## config.mk

```make
export PLATFORM = sky130hd
export DESIGN_NAME = fetch_unit
export DESIGN_NICKNAME = d
export VERILOG_FILES = /design/src/rtl/fetch_unit.sv
export SDC_FILE = /design/constraint.sdc
export NUM_CORES = 1
export LEC_CHECK = 0
export CORE_UTILIZATION = 30
export DETAILED_ROUTE_END_ITERATION = 12
export GPL_TIMING_DRIVEN = 0
export PLACE_DENSITY = 0.73
export SYNTH_ARGS = -nofsm -noshare
export SYNTH_HDL_FRONTEND = slang
export SYNTH_SLANG_ARGS = --single-unit
```

## constraint.sdc

```tcl
create_clock -name CLK -period 2.8 [get_ports CLK]
set_input_delay 0.7 -clock CLK [delete_from_list [all_inputs] [get_ports CLK]]
set_output_delay 0.7 -clock CLK [all_outputs]
set_load 0.1 [all_outputs]
```

## src/rtl/fetch_unit.sv

```systemverilog
// Fetch-stage PC generator feeding the IF/ID register.
// Selects the next PC by priority: redirect > stall > predicted target > PC+4.
// Define BRANCH_PREDICT_EN to build the direct-mapped BTB with 2-bit counters;
// without it, Predict_Taken_F is tied low and the Update_* inputs are ignored.
module fetch_unit #(
    parameter logic [31:0] RESET_PC    = 32'h0000_0000,
    parameter int unsigned BTB_ENTRIES = 16
) (
    input  logic        CLK,
    input  logic        RST,
    input  logic        Stall_En,
    input  logic        Redirect_En,
    input  logic [31:0] Redirect_PC,
    input  logic        Update_En,
    input  logic [31:0] Update_PC,
    input  logic [31:0] Update_Target,
    input  logic        Update_Taken,
    output logic [31:0] Imem_Addr,
    output logic [31:0] PC_F,
    output logic [31:0] PC_Plus_4_F,
    output logic        Predict_Taken_F,
    output logic        Valid_F
);

    localparam int unsigned IDX_W = $clog2(BTB_ENTRIES);
    localparam int unsigned TAG_W = 30 - IDX_W;

    localparam logic ST_WARMUP = 1'b0;
    localparam logic ST_RUN    = 1'b1;

    logic        state_q, state_d;
    logic [31:0] pc_q, pc_d;
    logic [31:0] pc_plus_4;
    logic        predict_taken;
    logic [31:0] predict_target;
    logic [31:0] redirect_aligned;

    assign pc_plus_4        = pc_q + 32'd4;
    assign redirect_aligned = {Redirect_PC[31:2], 2'b00};

`ifdef BRANCH_PREDICT_EN
    logic             btb_valid  [BTB_ENTRIES];
    logic [TAG_W-1:0] btb_tag    [BTB_ENTRIES];
    logic [31:0]      btb_target [BTB_ENTRIES];
    logic [1:0]       btb_ctr    [BTB_ENTRIES];

    logic [IDX_W-1:0] lk_idx, up_idx;
    logic [TAG_W-1:0] lk_tag, up_tag;
    logic             up_hit;
    logic [31:0]      up_target_aligned;
    logic [1:0]       unused_low_bits;

    assign lk_idx            = pc_q[IDX_W+1:2];
    assign lk_tag            = pc_q[31:IDX_W+2];
    assign up_idx            = Update_PC[IDX_W+1:2];
    assign up_tag            = Update_PC[31:IDX_W+2];
    assign up_hit            = btb_valid[up_idx] && (btb_tag[up_idx] == up_tag);
    assign up_target_aligned = {Update_Target[31:2], 2'b00};
    assign unused_low_bits   = Update_PC[1:0] ^ Update_Target[1:0] ^ Redirect_PC[1:0];

    // Lookup reads the pre-update contents, so a same-edge update is not seen.
    always_comb begin
        predict_taken  = btb_valid[lk_idx] && (btb_tag[lk_idx] == lk_tag) && btb_ctr[lk_idx][1];
        predict_target = btb_target[lk_idx];
    end

    // BTB training from Execute: counter update on hit, allocate on taken miss.
    always_ff @(posedge CLK or negedge RST) begin
        if (!RST) begin
            for (int i = 0; i < BTB_ENTRIES; i++) begin
                btb_valid[i]  <= 1'b0;
                btb_tag[i]    <= '0;
                btb_target[i] <= '0;
                btb_ctr[i]    <= 2'b00;
            end
        end else if (Update_En) begin
            if (up_hit) begin
                if (Update_Taken) begin
                    btb_target[up_idx] <= up_target_aligned;
                    if (btb_ctr[up_idx] != 2'b11) btb_ctr[up_idx] <= btb_ctr[up_idx] + 2'd1;
                end else if (btb_ctr[up_idx] != 2'b00) begin
                    btb_ctr[up_idx] <= btb_ctr[up_idx] - 2'd1;
                end
            end else if (Update_Taken) begin
                btb_valid[up_idx]  <= 1'b1;
                btb_tag[up_idx]    <= up_tag;
                btb_target[up_idx] <= up_target_aligned;
                btb_ctr[up_idx]    <= 2'b10;
            end
        end
    end
`else
    logic unused_update;

    assign unused_update  = ^{Update_En, Update_PC, Update_Target, Update_Taken,
                              Redirect_PC[1:0]};
    assign predict_taken  = 1'b0;
    assign predict_target = 32'h0000_0000;
`endif

    // Next-state and next-PC selection; WARMUP holds the PC unless redirected.
    always_comb begin
        state_d = ST_RUN;
        pc_d    = pc_q;
        if (Redirect_En) begin
            pc_d = redirect_aligned;
        end else if (state_q == ST_WARMUP || Stall_En) begin
            pc_d = pc_q;
        end else if (predict_taken) begin
            pc_d = predict_target;
        end else begin
            pc_d = pc_plus_4;
        end
    end

    // PC and FSM registers.
    always_ff @(posedge CLK or negedge RST) begin
        if (!RST) begin
            state_q <= ST_WARMUP;
            pc_q    <= RESET_PC;
        end else begin
            state_q <= state_d;
            pc_q    <= pc_d;
        end
    end

    // Outputs to IF/ID and instruction memory.
    always_comb begin
        PC_F            = pc_q;
        Imem_Addr       = pc_q;
        PC_Plus_4_F     = pc_plus_4;
        Predict_Taken_F = predict_taken;
        Valid_F         = (state_q == ST_RUN);
    end

endmodule

```

; ---- Word level (Yosys, flattened, before mapping)
; Cells that the tools add are included.
; W data, S select, Z words.
[op_classes]
n_addsub = 1
eq_ne = 1
muxes = 2
bitwise_logic = 1
reduce_logical = 1
[ops]
columns = op, count
row1 = $mux W32, 2
row2 = $add A32 B3 Y32 const B, 1
row3 = $ne A2 B2 Y1 const B, 1
row4 = $logic_or A1 B1 Y1, 1
row5 = $not A1 Y1, 1
[word_totals]
ff_bits = 33

; ---- Depth between registers and ports, before layout
; Gate-level depths: netlist of run 1.
[depth]
depth_word = 4
ltp_mapped = 7
ltp_nobuf = 5

; ---- Worst setup path before layout of run 1
; OpenSTA, ideal clock, no wires.
[synth_path]
kind = reg-to-output
from = reg pc_q[10], in the netlist Imem_Addr[10]
to = out PC_Plus_4_F[31]
arrival_time_ps = 3861
t_required_ps = 2100
slack_ps = -1761
path_stages_with_launch = 7
path_buffers = 2
path_cell_list = dfrtp_1 buf_2 nand4_1 nor4_1 buf_2 nand4_1 xnor2_1
[synth_via]
elab_chain_len = 1
[synth_rtl]
columns = element, line
row1 = "start, declared", 32  ; logic [31:0] pc_q, pc_d;
row2 = "start signal, assigned", 123  ; pc_q <= pc_d;
row3 = $add A32 B3 Y32, 38  ; assign pc_plus_4 = pc_q + 32'd4;
row4 = "end, declared", 20  ; output logic [31:0] PC_Plus_4_F,
; No other way between the ends.

; ---- Worst setup path after layout of run 1
[layout_path]
from = reg pc_q[10], in the netlist Imem_Addr[10]
to = out PC_Plus_4_F[26]
; The elaborated chain is that of the path after synthesis.

==> results of run 1 <==
==> routing by layer <==
metal	routed length (um)	vias up	GRT usage [%]	share of wire, %
met3	816	25	4.27	7.7
li1	-	1505	-	-
met4	243	0	7.84	2.3
met2	5290	155	40.2	50
met5	0	-	0	0
met1	4210	1575	29.2	40
==> flip-flops by register name, indices dropped and copies added (netlist names) <==
register	count
Imem_Addr	30
Valid_F	1
==> path summary, 6_finish.rpt <==
path | startpoint | endpoint | slack, ns | depth (start not counted)
worst max-delay path | Imem_Addr[10] | PC_Plus_4_F[26] | -0.02 | 7
worst min-delay path | RST | Imem_Addr[5] | 0.47 | 1
worst max register to register | Imem_Addr[10] | Imem_Addr[22] | 0.11 | 12
worst min register to register | Imem_Addr[19] | Imem_Addr[19] | 0.64 | 2
max in group asynchronous | RST | Imem_Addr[13] | 1.75 | 1
min in group CLK | Imem_Addr[19] | Imem_Addr[19] | 0.64 | 2
==> per-stage QoR <==
step / hold slack, ns / instances / setup WS [ns]
after floorplan: 0.404 / 331 / -0.323
after global placement: 0.620 / 560 / -1.01
after detailed placement: 0.634 / 560 / -1.04
after CTS: 0.486 / 621 / -0.0598
after global routing: 0.530 / 633 / -0.0964
final: 0.474 / 633 / -0.0170
==> cells by family (layout without fill, tap and decap cells) <==
group                    after synthesis  after routing
multiplexers                           1              1
adder cells (fa/ha/maj)                1              1
AO/OA/AOI/OAI                         45             45
buffers and inverters                 70            267
XOR/XNOR                              41             41
other                                  2              8
flip-flops                            31             31
AND/OR/NAND/NOR                      134            134
==> placed cells by master (no fill, tap or decap), types with 8 or more instances in the layout <==
cell                              count
sky130_fd_sc_hd__clkbuf_1             8
sky130_fd_sc_hd__xnor2_1             10
sky130_fd_sc_hd__clkbuf_8             9
sky130_fd_sc_hd__inv_1                8
sky130_fd_sc_hd__dfrtp_4             24
sky130_fd_sc_hd__buf_4              114
sky130_fd_sc_hd__buf_12              14
sky130_fd_sc_hd__nand2_1             29
sky130_fd_sc_hd__conb_1               8
sky130_fd_sc_hd__xnor2_4             10
sky130_fd_sc_hd__nand4_1             18
sky130_fd_sc_hd__o31ai_1              8
sky130_fd_sc_hd__or4_1               10
sky130_fd_sc_hd__nand3_1             11
sky130_fd_sc_hd__a31oi_1             15
sky130_fd_sc_hd__xor2_4              12
sky130_fd_sc_hd__o21ai_0             17
sky130_fd_sc_hd__nor2_1              20
sky130_fd_sc_hd__clkdlybuf4s50_1     82
==> area by class of cell <==
type,instances,area (um2),share of cell area [%]
plain buffers,55,458,8.17
clock buffers,7,86.3,1.54
clock inverters,1,5.00,0.0893
inverters,9,37.5,0.670
multi-input cells,230,2110,37.7
flip-flops and latches,31,871,15.5
well taps,105,131,2.34
repair buffers,195,1900,33.9
==> power by group through the flow <==
stage	clock [W]	sequential [W]	combinational (W)
3_5_place_dp	0	0.000618	0.00167
3_3_place_gp	0	0.000617	0.00166
5_1_grt	0.000399	0.000596	0.00189
4_1_cts	0.000382	0.000583	0.00180
6_report	0.000384	0.000588	0.00184
2_1_floorplan	0	0.000904	0.00102
==> timing repair <==
action,in CTS,in global routing
pin swaps,24,21
cloned,2,0
gates resized for setup,195,29
setup buffers,56,14
setup endpoints to repair,30,28
==> metrics.sh, run 1 <==
TOTAL_ROUTED_LENGTH_UM=10600
SETUP_VIOL_COUNT_FINAL=2
SYNTH.MOST_COMMON_CELL='sky130_fd_sc_hd__buf_4'
CTS_ROOT_BUF='sky130_fd_sc_hd__clkbuf_8'
GRT_PASS1_WL_UM=16300
STATUS='finished, violations left'
PLACED_AREA_UM2=4820
CLOCKPOWERSHARE_PCT=13.7
CTS_INSERTED_BUFFERS=5
CRITICAL_PATH_PEAK_FANOUT=10
IR_WORST_VDD_mV=0.446
PATH_DELAY_FAMILY='simple AND/OR/NAND/NOR gates'
VIA_COUNT=3260
TOTAL_SWITCHING_POWER_W=0.00156
GRT_MAX_DEGREE=32
WORST_SLEW_PIN_SLEW_NS=0.991
NUM-FILL-CELLS=633
LARGEST_FAMILY_OF_LOGIC_CELLS_BY_SYNTHESIZED_AREA='simple AND/OR/NAND/NOR gates'
FIN_UTIL_PCT=66.9
PLACE_HPWL_UM=6900
SYNTH_XOR_AREA_SHARE_PCT=13.6
DOMINANTREGCELLSYNTH='sky130_fd_sc_hd__dfrtp_1'
PWR_DENSITY_CELL_nW_PER_UM2=501
SYNTH_WARNINGS=0
GRT_ANTENNA_BEFORE_REPAIR=0
DETAIL-ROUTE-ANTENNA-NETS=0
SEQ_POWER_SHARE_PCT=21.0
FLOW.AREA_GROWTH_FROM_SYNTHESIS_PCT=113
CRIT_TYPE='reg -> out'
REMAINING_DRC_ERRORS=0
OVERFLOW=0
IO_BUFFERS=124
CELLLEAKAGEPOWER_nW=2.35
ACHIEVABLE-FREQUENCY_MHz=355
FINAL_LAYOUT_SIZE_SUFFIX_GT1_SHARE_PCT=47.3
AVGSYNTHCELLAREA_UM2=8.12
TIMING.FINAL.WS_SETUP_NS=-0.0170
FINAL.SETUP_SKEW_NS=0.0104
WORSTPATHBUFFERINVERTERCOUNT=3
DIEWIDTH_UM=95.8
DETAILEDROUTE.FIRSTPASSITERATIONCOUNT=4
CTS_HOLD_BUF=0
NETLIST_TOP_CELLS_AREA='sky130_fd_sc_hd__dfrtp_1, sky130_fd_sc_hd__buf_4, sky130_fd_sc_hd__xnor2_1'
INITIAL_UTILIZATION_PCT=31.5
SHARE_COMB_OF_TOTAL_POWER_PCT=65.4
SYNTHDOMINANTCELLAREASHARE_PCT=29.4
CRITICAL_PATH.CELL_CHAIN='and4_4 -> nand4_1 -> buf_8 -> clkbuf_16 -> nor3_4 -> xor2_4 -> buf_12'
DESIGN.FINAL.NETS=630
COREAREA_UM2=8380
POWER.SHARE.SWITCHING_PCT=55.5
VIOLATIONS='setup timing'
SYNTHARSTFLOPSHARE_PCT=100
MAXIMUM_BUFFER_DEPTH_OF_THE_CLOCK_TREE=2
MAXSLEWVIOLCOUNT=0
FINALWORSTPATHREQUIREDPERIOD_NS=2.82
WL_PER_CELL_UM=16.7
N_ANTENNA_CELL=0
FLOORPLAN.DIE_AREA_UM2=9170
FIN_SETUP_TNS_NS=-0.0298
TRITONCTS='yes'
CRIT_PATH_START_KIND='flop'
SYNTHCELLS=325
POST-LAYOUT-TOTAL-POWER_W=0.00281
SYNTH_COMMON_CELLS='sky130_fd_sc_hd__buf_4, sky130_fd_sc_hd__dfrtp_1, sky130_fd_sc_hd__nand2_1'
SYNTH_EDF_COUNT=0
TRACK_USAGE_PCT=23.3
ARRIVAL_NS=2.12
FINAL.PERIOD_UTILIZATION_PCT=101
CTSHTREEMAXLEVEL=2
TYPE_OF_THE_WORST_MIN_DELAY_PATH='in -> async'
RSZ0062_AT_GRT='yes'
SYNTH_FA_HA_AREA_SHARE_PCT=0.474
TIMING.SLEW.HEADROOM_PCT=33.7
WORST_SKEW_PAIR.LATE_LATENCY_NS=0.29
HOLD_VIOL=0
SYNTH.YOSYS.SEQ_AREA_SHARE_PCT=29.4
CLOCK_SINKS=31
LAYOUT.CELL_AREA.NON_FILLER_UM2=5610
SYNTH_TOP_AREA_CELL='sky130_fd_sc_hd__dfrtp_1'
NUMBER_OF_GLOBAL_ROUTE_VIAS_BEFORE_REPAIR=3138
CLK_PIN_SLEW_NS=0.07
MUXSHAREOFSYNTHAREA_PCT=0.380
YOSYS_REGISTER_BITS=31
WORST_SETUP_PATH_END_KIND='primary output'
VIAS_PER_CELL=5.15
SYNTH-SIMPLE-AREA-SHARE_PCT=28.5
NETLIST_AREA_UM2=2640
CRITPATHSLOWESTCELL='sky130_fd_sc_hd__dfrtp_4'
NUMBER_OF_PLACEMENT_ROWS=33
COMPOUND_GATE_PORTION_OF_THE_SYNTHESIZED_AREA_PCT=10.7
BOUNDARYPINS=200
GP_WEIGHTED_CONGESTION=0.803
WORST_PATH_LARGEST_CELL_DELAY_NS=0.44
POWER_REPORT.INTERNAL_TOTAL_W=0.00125
CP.REQUIRED_NS=2.10
FIRST_ITER_VIOLATIONS=176
DIE_H_UM=95.8
YOSYS.CELL_TYPES.COUNT=37
CAP_VIOL_MAX_COUNT=0
Note: power is estimated with default switching activity, not from simulation.
==> inputs of run 2 (changes only) <==
--- a/config.mk
+++ b/config.mk
@@ -8,7 +8,7 @@
 export CORE_UTILIZATION = 30
 export DETAILED_ROUTE_END_ITERATION = 12
 export GPL_TIMING_DRIVEN = 0
-export PLACE_DENSITY = 0.73
+export PLACE_DENSITY = 0.7
 export SYNTH_ARGS = -nofsm -noshare
 export SYNTH_HDL_FRONTEND = slang
 export SYNTH_SLANG_ARGS = --single-unit
==> constraint.sdc (replaced) <==
create_clock -name CLK -period 3.6 [get_ports CLK]
set_input_delay 0.9 -clock CLK [delete_from_list [all_inputs] [get_ports CLK]]
set_output_delay 0.9 -clock CLK [all_outputs]
set_load 0.1 [all_outputs]
==> run 2 against run 1 <==
Flip-flop and latch count unchanged. Die area unchanged. Largest power group unchanged. Clock power fell by 27%. Count of clock-buffer cells in the layout did not move. The flow now finishes without violations.
==> metrics.sh, run 2 (synthesis gave the netlist of run 1 again) <==
FIN_SETUP_TNS_NS=0  # was -0.0298 ns
CLK_PIN_SLEW_NS=0.07  # about the same
WL_PER_CELL_UM=15.4  # was 16.7 um
TRACK_USAGE_PCT=19.5  # was 23.3%
CRIT_TYPE='reg -> out'  # unchanged
IO_BUFFERS=124  # unchanged
DESIGN.FINAL.NETS=566  # was 630
NUMBER_OF_GLOBAL_ROUTE_VIAS_BEFORE_REPAIR=2677  # was 3,138
TOTAL_ROUTED_LENGTH_UM=8750  # was 10,600 um
IR_WORST_VDD_mV=0.331  # was 0.446 mV
INITIAL_UTILIZATION_PCT=31.5  # unchanged
CRIT_PATH_START_KIND='flop'  # unchanged
CLOCKPOWERSHARE_PCT=14.0  # was 13.7%
NUMBER_OF_CELLS_IN_THE_DESIGN_AFTER_PLACEMENT=560  # unchanged
PWR_DENSITY_CELL_nW_PER_UM2=441  # was 501 nW/um2
CLOCK_SINKS=31  # unchanged
SEQ_POWER_SHARE_PCT=22.8  # was 21.0%
WORST_REG2REG_SETUP_SLACK_NS=1.40  # was 0.11 ns
WORST_HOLD_SLACK_NS=0.666  # was 0.474 ns
NUMBER_OF_PLACEMENT_ROWS=33  # unchanged
FIN_UTIL_PCT=54.0  # was 66.9%
R2R-START='Imem_Addr[2]'  # was Imem_Addr[10]
CELLLEAKAGEPOWER_nW=1.78  # was 2.35 nW
FINAL.SETUP_SKEW_NS=0.00886  # was 0.0104 ns
FF2FF_PATH_DEPTH=5  # was 12
TOTAL_SWITCHING_POWER_W=0.00116  # was 0.00156 W
TYPE_OF_THE_WORST_MIN_DELAY_PATH='in -> async'  # unchanged
VIA_COUNT=2874  # was 3,260
MAXIMUM_BUFFER_DEPTH_OF_THE_CLOCK_TREE=2  # unchanged
OVERFLOW=0  # unchanged
RSZ0062_AT_GRT='yes'  # unchanged
FINAL.PERIOD_UTILIZATION_PCT=97.8
LARGEST_REG_FLOPS=30  # unchanged
COREAREA_UM2=8380  # unchanged
LAYOUT.CELLS.MOST_COMMON_LIST='sky130_fd_sc_hd__clkdlybuf4s50_1, sky130_fd_sc_hd__buf_4, sky130_fd_sc_hd__nand2_1'  # was sky130_fd_sc_hd__buf_4, sky130_fd_sc_hd__clkdlybuf4s50_1, sky130_fd_sc_hd__nand2_1
GRT_ANTENNA_BEFORE_REPAIR=0  # unchanged
LAYOUT.CELL_AREA.NON_FILLER_UM2=4530  # was 5610 um2
DIE_H_UM=95.8  # unchanged
ARRIVAL_NS=2.62  # was 2.12 ns
MAXSLEWVIOLCOUNT=0  # unchanged
SHARE_COMB_OF_TOTAL_POWER_PCT=63.2  # was 65.4%
PLACED_AREA_UM2=4420  # was 4820 um2
CTS_HOLD_BUF=0  # unchanged
PLACE_HPWL_UM=6700  # was 6900 um
CTS_INSERTED_BUFFERS=5  # unchanged
FINALWORSTPATHREQUIREDPERIOD_NS=3.52
N_ANTENNA_CELL=0  # unchanged
POWER.SHARE.SWITCHING_PCT=58.1  # was 55.5%
MOSTFREQUENTLAYOUTCELL='sky130_fd_sc_hd__clkdlybuf4s50_1'  # was sky130_fd_sc_hd__buf_4
FINAL_LAYOUT_SIZE_SUFFIX_GT1_SHARE_PCT=32.1  # was 47.3%
GP_WEIGHTED_CONGESTION=0.824  # was 0.803
CAP_VIOL_MAX_COUNT=0  # unchanged
VIAS_PER_CELL=5.05  # was 5.15
SETUP_VIOL_COUNT_FINAL=0  # was 2
GRT_PASS1_WL_UM=13600  # was 16,300 um
ACHIEVABLE-FREQUENCY_MHz=284
CTS_ROOT_BUF='sky130_fd_sc_hd__clkbuf_8'  # unchanged
REMAINING_DRC_ERRORS=0  # unchanged
HOLD_VIOL=0  # unchanged
CP.REQUIRED_NS=2.70  # was 2.10 ns
BOUNDARYPINS=200  # unchanged
FIN_CELLS=569  # was 633
TIMING.SLEW.HEADROOM_PCT=32.8  # was 33.7%
DIEWIDTH_UM=95.8  # unchanged
CRITICAL_PATH_PEAK_FANOUT=10  # unchanged
WORST_SETUP_PATH_END_KIND='primary output'  # unchanged
WORST_SLEW_PIN_SLEW_NS=1.00  # was 0.991 ns
DETAILEDROUTE.FIRSTPASSITERATIONCOUNT=4  # unchanged
CRITICAL_PATH.REG2REG.ENDPOINT='Imem_Addr[18]'  # was Imem_Addr[22]
POWER_REPORT.INTERNAL_TOTAL_W=0.000836  # was 0.00125 W
GRT_MAX_DEGREE=32  # unchanged
STATUS='completed'  # was finished, violations left
FIRST_ITER_VIOLATIONS=153  # was 176
FLOORPLAN.DIE_AREA_UM2=9170  # unchanged
WORST_SKEW_PAIR.LATE_LATENCY_NS=0.29  # about the same
CTSHTREEMAXLEVEL=2  # unchanged
TRITONCTS='yes'  # unchanged
FLOW.AREA_GROWTH_FROM_SYNTHESIS_PCT=71.6  # was 113%
DETAIL-ROUTE-ANTENNA-NETS=0  # unchanged
run 2: routing by layer:
layer	up-vias	GRT usage [%]	routed length [um]
li1	1384	-	-
met1	1347	25.2	3710
met2	127	32.4	4240
met3	16	3.95	636
met4	0	6.22	166
met5	-	0	0
run 2: how the worst max path moves through the flow:
stage | from | end | slack [ns] | cells after the start
global route | Imem_Addr[2] | PC_Plus_4_F[30] | -0.06 | 7
floorplan | Imem_Addr[19] | PC_Plus_4_F[31] | -0.30 | 5
global placement | Imem_Addr[10] | PC_Plus_4_F[28] | -0.76 | 8
CTS | Imem_Addr[10] | PC_Plus_4_F[28] | -0.08 | 8
detailed placement | Imem_Addr[10] | PC_Plus_4_F[28] | -0.77 | 8
finish | Imem_Addr[10] | PC_Plus_4_F[30] | 0.08 | 7
run 2: worst max-delay path: stages (launching register included):
cell and delay, ns:
sky130_fd_sc_hd__dfrtp_4 0.42, sky130_fd_sc_hd__buf_2 0.24, sky130_fd_sc_hd__and4_4 0.29, sky130_fd_sc_hd__nand4_1 0.18
sky130_fd_sc_hd__clkbuf_2 0.25, sky130_fd_sc_hd__nor4_2 0.48, sky130_fd_sc_hd__xor2_4 0.17, sky130_fd_sc_hd__buf_4 0.30
run 2: layout make-up:
| cell class | instances | area [um2] |
|---|---|---|
| multi-input combinational | 230 | 1850 |
| clock buffer | 7 | 76.3 |
| buffer | 61 | 410 |
| timing repair buffer | 125 | 1210 |
| fill | 784 | 3850 |
| inverter | 9 | 33.8 |
| tap | 105 | 131 |
| sequential | 31 | 812 |
| clock inverter | 1 | 5.00 |
run 2: per-stage QoR:
stage          total power, W  worst slack (ns)
6_report              0.00199            0.0791
3_3_place_gp          0.00172            -0.755
3_5_place_dp          0.00173            -0.771
2_1_floorplan         0.00145            -0.299
5_1_grt               0.00206           -0.0579
4_1_cts               0.00200           -0.0823
run 2: what timing repair did:
item,in CTS,in global routing
setup endpoints to repair,24,17
gates resized for setup,106,17
pin swaps,0,1
buffers inserted,0,1
run 2: power groups by stage:
stage | sequential [W] | combinational [W] | clock [W]
6_report | 0.000456 | 0.00126 | 0.000279
5_1_grt | 0.000464 | 0.00130 | 0.000293
4_1_cts | 0.000457 | 0.00126 | 0.000280
3_5_place_dp | 0.000463 | 0.00127 | 0
3_3_place_gp | 0.000461 | 0.00126 | 0
2_1_floorplan | 0.000683 | 0.000762 | 0
==> inputs of run 3 (changes only) <==
--- a/config.mk
+++ b/config.mk
@@ -5,10 +5,12 @@
 export SDC_FILE = /design/constraint.sdc
 export NUM_CORES = 1
 export LEC_CHECK = 0
+export ABC_CLOCK_PERIOD_IN_PS = 3600
 export CORE_UTILIZATION = 30
 export DETAILED_ROUTE_END_ITERATION = 12
 export GPL_TIMING_DRIVEN = 0
-export PLACE_DENSITY = 0.7
+export PLACE_DENSITY = 0.73
+export SETUP_SLACK_MARGIN = 0.5
 export SYNTH_ARGS = -nofsm -noshare
 export SYNTH_HDL_FRONTEND = slang
 export SYNTH_SLANG_ARGS = --single-unit
==> run 3 against run 2 <==
Register-to-register slack got worse by 0.89 ns. Global-route usage increased by 2.0 points. Final cell count increased by 10%. Clock power increased by 34%. Flip-flop and latch count unchanged. Critical path depth increased by 1. Sequential power about the same. Combinational power increased by 12%. Non-clock buffer count increased by 57. Clock skew increased by 0.0037 ns. First-iteration DRC count increased by 80%. Largest cell class is now non-clock buffers.
==> metrics.sh, run 3 (synthesis gave the netlist of run 1 again) <==
FINAL.PERIOD_UTILIZATION_PCT=87.0  # was 97.8%
DIE_H_UM=95.8  # unchanged
GRT_ANTENNA_BEFORE_REPAIR=0  # unchanged
SHARE_COMB_OF_TOTAL_POWER_PCT=62.9  # was 63.2%
DETAILEDROUTE.FIRSTPASSITERATIONCOUNT=8  # was 4
CLK_PIN_SLEW_NS=0.08  # was 0.07 ns
PLACE_HPWL_UM=6820  # was 6700 um
WORST_SKEW_PAIR.LATE_LATENCY_NS=0.29  # about the same
TYPE_OF_THE_WORST_MIN_DELAY_PATH='in -> async'  # unchanged
WL_PER_CELL_UM=16.6  # was 15.4 um
CRIT_PATH_START_KIND='flop'  # unchanged
STATUS='completed'  # unchanged
NUMBER_OF_CELLS_IN_THE_DESIGN_AFTER_PLACEMENT=560  # unchanged
HOLD_VIOL=0  # unchanged
CRIT_TYPE='reg -> out'  # unchanged
FIRST_ITER_VIOLATIONS=276  # was 153
CTS_INSERTED_BUFFERS=5  # unchanged
TIMING.SLEW.HEADROOM_PCT=34.6  # was 32.8%
CELLLEAKAGEPOWER_nW=2.25  # was 1.78 nW
CTS_ROOT_BUF='sky130_fd_sc_hd__clkbuf_8'  # unchanged
PWR_DENSITY_CELL_nW_PER_UM2=405  # was 441 nW/um2
POWER.SHARE.SWITCHING_PCT=54.1  # was 58.1%
VIA_COUNT=3249  # was 2,874
INITIAL_UTILIZATION_PCT=31.5  # unchanged
TRITONCTS='yes'  # unchanged
IO_BUFFERS=124  # unchanged
CRITICAL_PATH_PEAK_FANOUT=5  # was 10
MOSTFREQUENTLAYOUTCELL='sky130_fd_sc_hd__buf_4'  # was sky130_fd_sc_hd__clkdlybuf4s50_1
LARGEST_REG_FLOPS=30  # unchanged
WORST_SETUP_PATH_END_KIND='primary output'  # unchanged
CTSHTREEMAXLEVEL=2  # unchanged
WORST_HOLD_SLACK_NS=0.664  # was 0.666 ns
POST-LAYOUT-TOTAL-POWER_W=0.00224  # was 0.00199 W
POWER_REPORT.INTERNAL_TOTAL_W=0.00103  # was 0.000836 W
CAP_VIOL_MAX_COUNT=0  # unchanged
IR_WORST_VDD_mV=0.210  # was 0.331 mV
DETAIL-ROUTE-ANTENNA-NETS=0  # unchanged
BOUNDARYPINS=200  # unchanged
GP_WEIGHTED_CONGESTION=0.839  # was 0.824
GRT_MAX_DEGREE=32  # unchanged
FLOORPLAN.DIE_AREA_UM2=9170  # unchanged
DIEWIDTH_UM=95.8  # unchanged
VIAS_PER_CELL=5.19  # was 5.05
TRACK_USAGE_PCT=21.4  # was 19.5%
LAYOUT.CELL_AREA.NON_FILLER_UM2=5520  # was 4530 um2
NUMBER_OF_PLACEMENT_ROWS=33  # unchanged
CLOCK_SINKS=31  # unchanged
WORST_SLEW_PIN_SLEW_NS=0.978  # was 1.00 ns
MAXSLEWVIOLCOUNT=0  # unchanged
FLOW.AREA_GROWTH_FROM_SYNTHESIS_PCT=109  # was 71.6%
FIN_CELLS=626  # was 569
REMAINING_DRC_ERRORS=0  # unchanged
FINAL_LAYOUT_SIZE_SUFFIX_GT1_SHARE_PCT=44.9  # was 32.1%
MAXIMUM_BUFFER_DEPTH_OF_THE_CLOCK_TREE=2  # unchanged
TOTAL_ROUTED_LENGTH_UM=10400  # was 8750 um
DESIGN.FINAL.NETS=623  # was 566
CLOCKPOWERSHARE_PCT=16.8  # was 14.0%
OVERFLOW=0  # unchanged
FINAL.SETUP_SKEW_NS=0.0126  # was 0.00886 ns
PLACED_AREA_UM2=4750  # was 4420 um2
SEQ_POWER_SHARE_PCT=20.3  # was 22.8%
TOTAL_SWITCHING_POWER_W=0.00121  # was 0.00116 W
N_ANTENNA_CELL=0  # unchanged
LAYOUT.CELLS.MOST_COMMON_LIST='sky130_fd_sc_hd__buf_4, sky130_fd_sc_hd__clkdlybuf4s50_1, sky130_fd_sc_hd__nand2_1'  # was sky130_fd_sc_hd__clkdlybuf4s50_1, sky130_fd_sc_hd__buf_4, sky130_fd_sc_hd__nand2_1
CP.REQUIRED_NS=2.70  # about the same
ARRIVAL_NS=2.23  # was 2.62 ns
COREAREA_UM2=8380  # unchanged
FINALWORSTPATHREQUIREDPERIOD_NS=3.13  # was 3.52 ns
SETUP_VIOL_COUNT_FINAL=0  # unchanged
RSZ0062_AT_GRT='yes'  # unchanged
NUMBER_OF_GLOBAL_ROUTE_VIAS_BEFORE_REPAIR=2811  # was 2,677
GRT_PASS1_WL_UM=14800  # was 13,600 um
ACHIEVABLE-FREQUENCY_MHz=319  # was 284 MHz
## run 3: changes by cell type in the layout (fill, tap and decap cells not counted), moves of 5 or more
| cell | delta |
|---|---|
| sky130_fd_sc_hd__dfrtp_2 | -19 |
| sky130_fd_sc_hd__buf_6 | +5 |
| sky130_fd_sc_hd__buf_4 | +51 |
| sky130_fd_sc_hd__buf_12 | +11 |
| sky130_fd_sc_hd__buf_2 | -7 |
| sky130_fd_sc_hd__dfrtp_4 | +22 |
| sky130_fd_sc_hd__buf_8 | +7 |
## run 3: what timing repair did
item | in CTS | in global routing
endpoints found under the hold margin | 0 | 0
pin swaps | 6 | 17
setup buffers | 31 | 26
hold buffers | 0 | 0
endpoints found under the setup margin | 29 | 25
resized for setup | 166 | 48
cloned | 0 | 1
## run 3: final cells by class
type | instances | area (um2)
well taps | 105 | 131
inverters | 9 | 33.8
multi-input cells | 230 | 2070
fillers | 642 | 2860
repair buffers | 182 | 1780
flip-flops and latches | 31 | 871
clock inverters | 2 | 35.0
clock buffers | 6 | 82.6
plain buffers | 61 | 518
## run 3: power groups by stage
stage	sequential (W)	clock, W	combinational [W]
after global routing	0.000459	0.000395	0.00145
after detailed placement	0.000481	0	0.00129
after CTS	0.000467	0.000371	0.00132
after floorplan	0.000703	0	0.000791
final	0.000455	0.000375	0.00141
after global placement	0.000478	0	0.00129
## run 3: through the flow
step | util, % | setup WS, ns | setup TNS, ns
2_1_floorplan | - | 0.277 | 0
3_3_place_gp | 56.8 | -0.421 | -3.26
3_5_place_dp | 56.7 | -0.420 | -3.48
4_1_cts | 61.7 | 0.302 | 0
5_1_grt | 65.9 | 0.370 | 0
6_report | 65.9 | 0.467 | 0
## run 3: worst paths after layout
path | start | slack, ns | end | depth (start not counted)
min | RST | 0.66 | Imem_Addr[18] | 1
min in group CLK | Imem_Addr[24] | 0.66 | Imem_Addr[24] | 2
max reg2reg | Imem_Addr[18] | 0.51 | Imem_Addr[26] | 15
max in group asynchronous | RST | 2.37 | Imem_Addr[12] | 1
min reg2reg | Imem_Addr[24] | 0.66 | Imem_Addr[24] | 2
max | Imem_Addr[10] | 0.47 | PC_Plus_4_F[25] | 8
## run 3: layer usage
metal	global-route usage [%]	vias up	wire length [um]
met1	29.8	1577	4180
met2	34.9	167	5210
met3	2.84	13	844
met4	5.97	0	159
li1	-	1492	-
met5	0	-	0
## run 3: critical path: stages (launching register included)
cell and delay, ns:
sky130_fd_sc_hd__dfrtp_4 0.42, sky130_fd_sc_hd__buf_8 0.10, sky130_fd_sc_hd__buf_6 0.10, sky130_fd_sc_hd__nand4_1 0.17
sky130_fd_sc_hd__nor4_4 0.32, sky130_fd_sc_hd__buf_6 0.17, sky130_fd_sc_hd__nand4_1 0.22, sky130_fd_sc_hd__xnor2_4 0.26
sky130_fd_sc_hd__buf_12 0.19
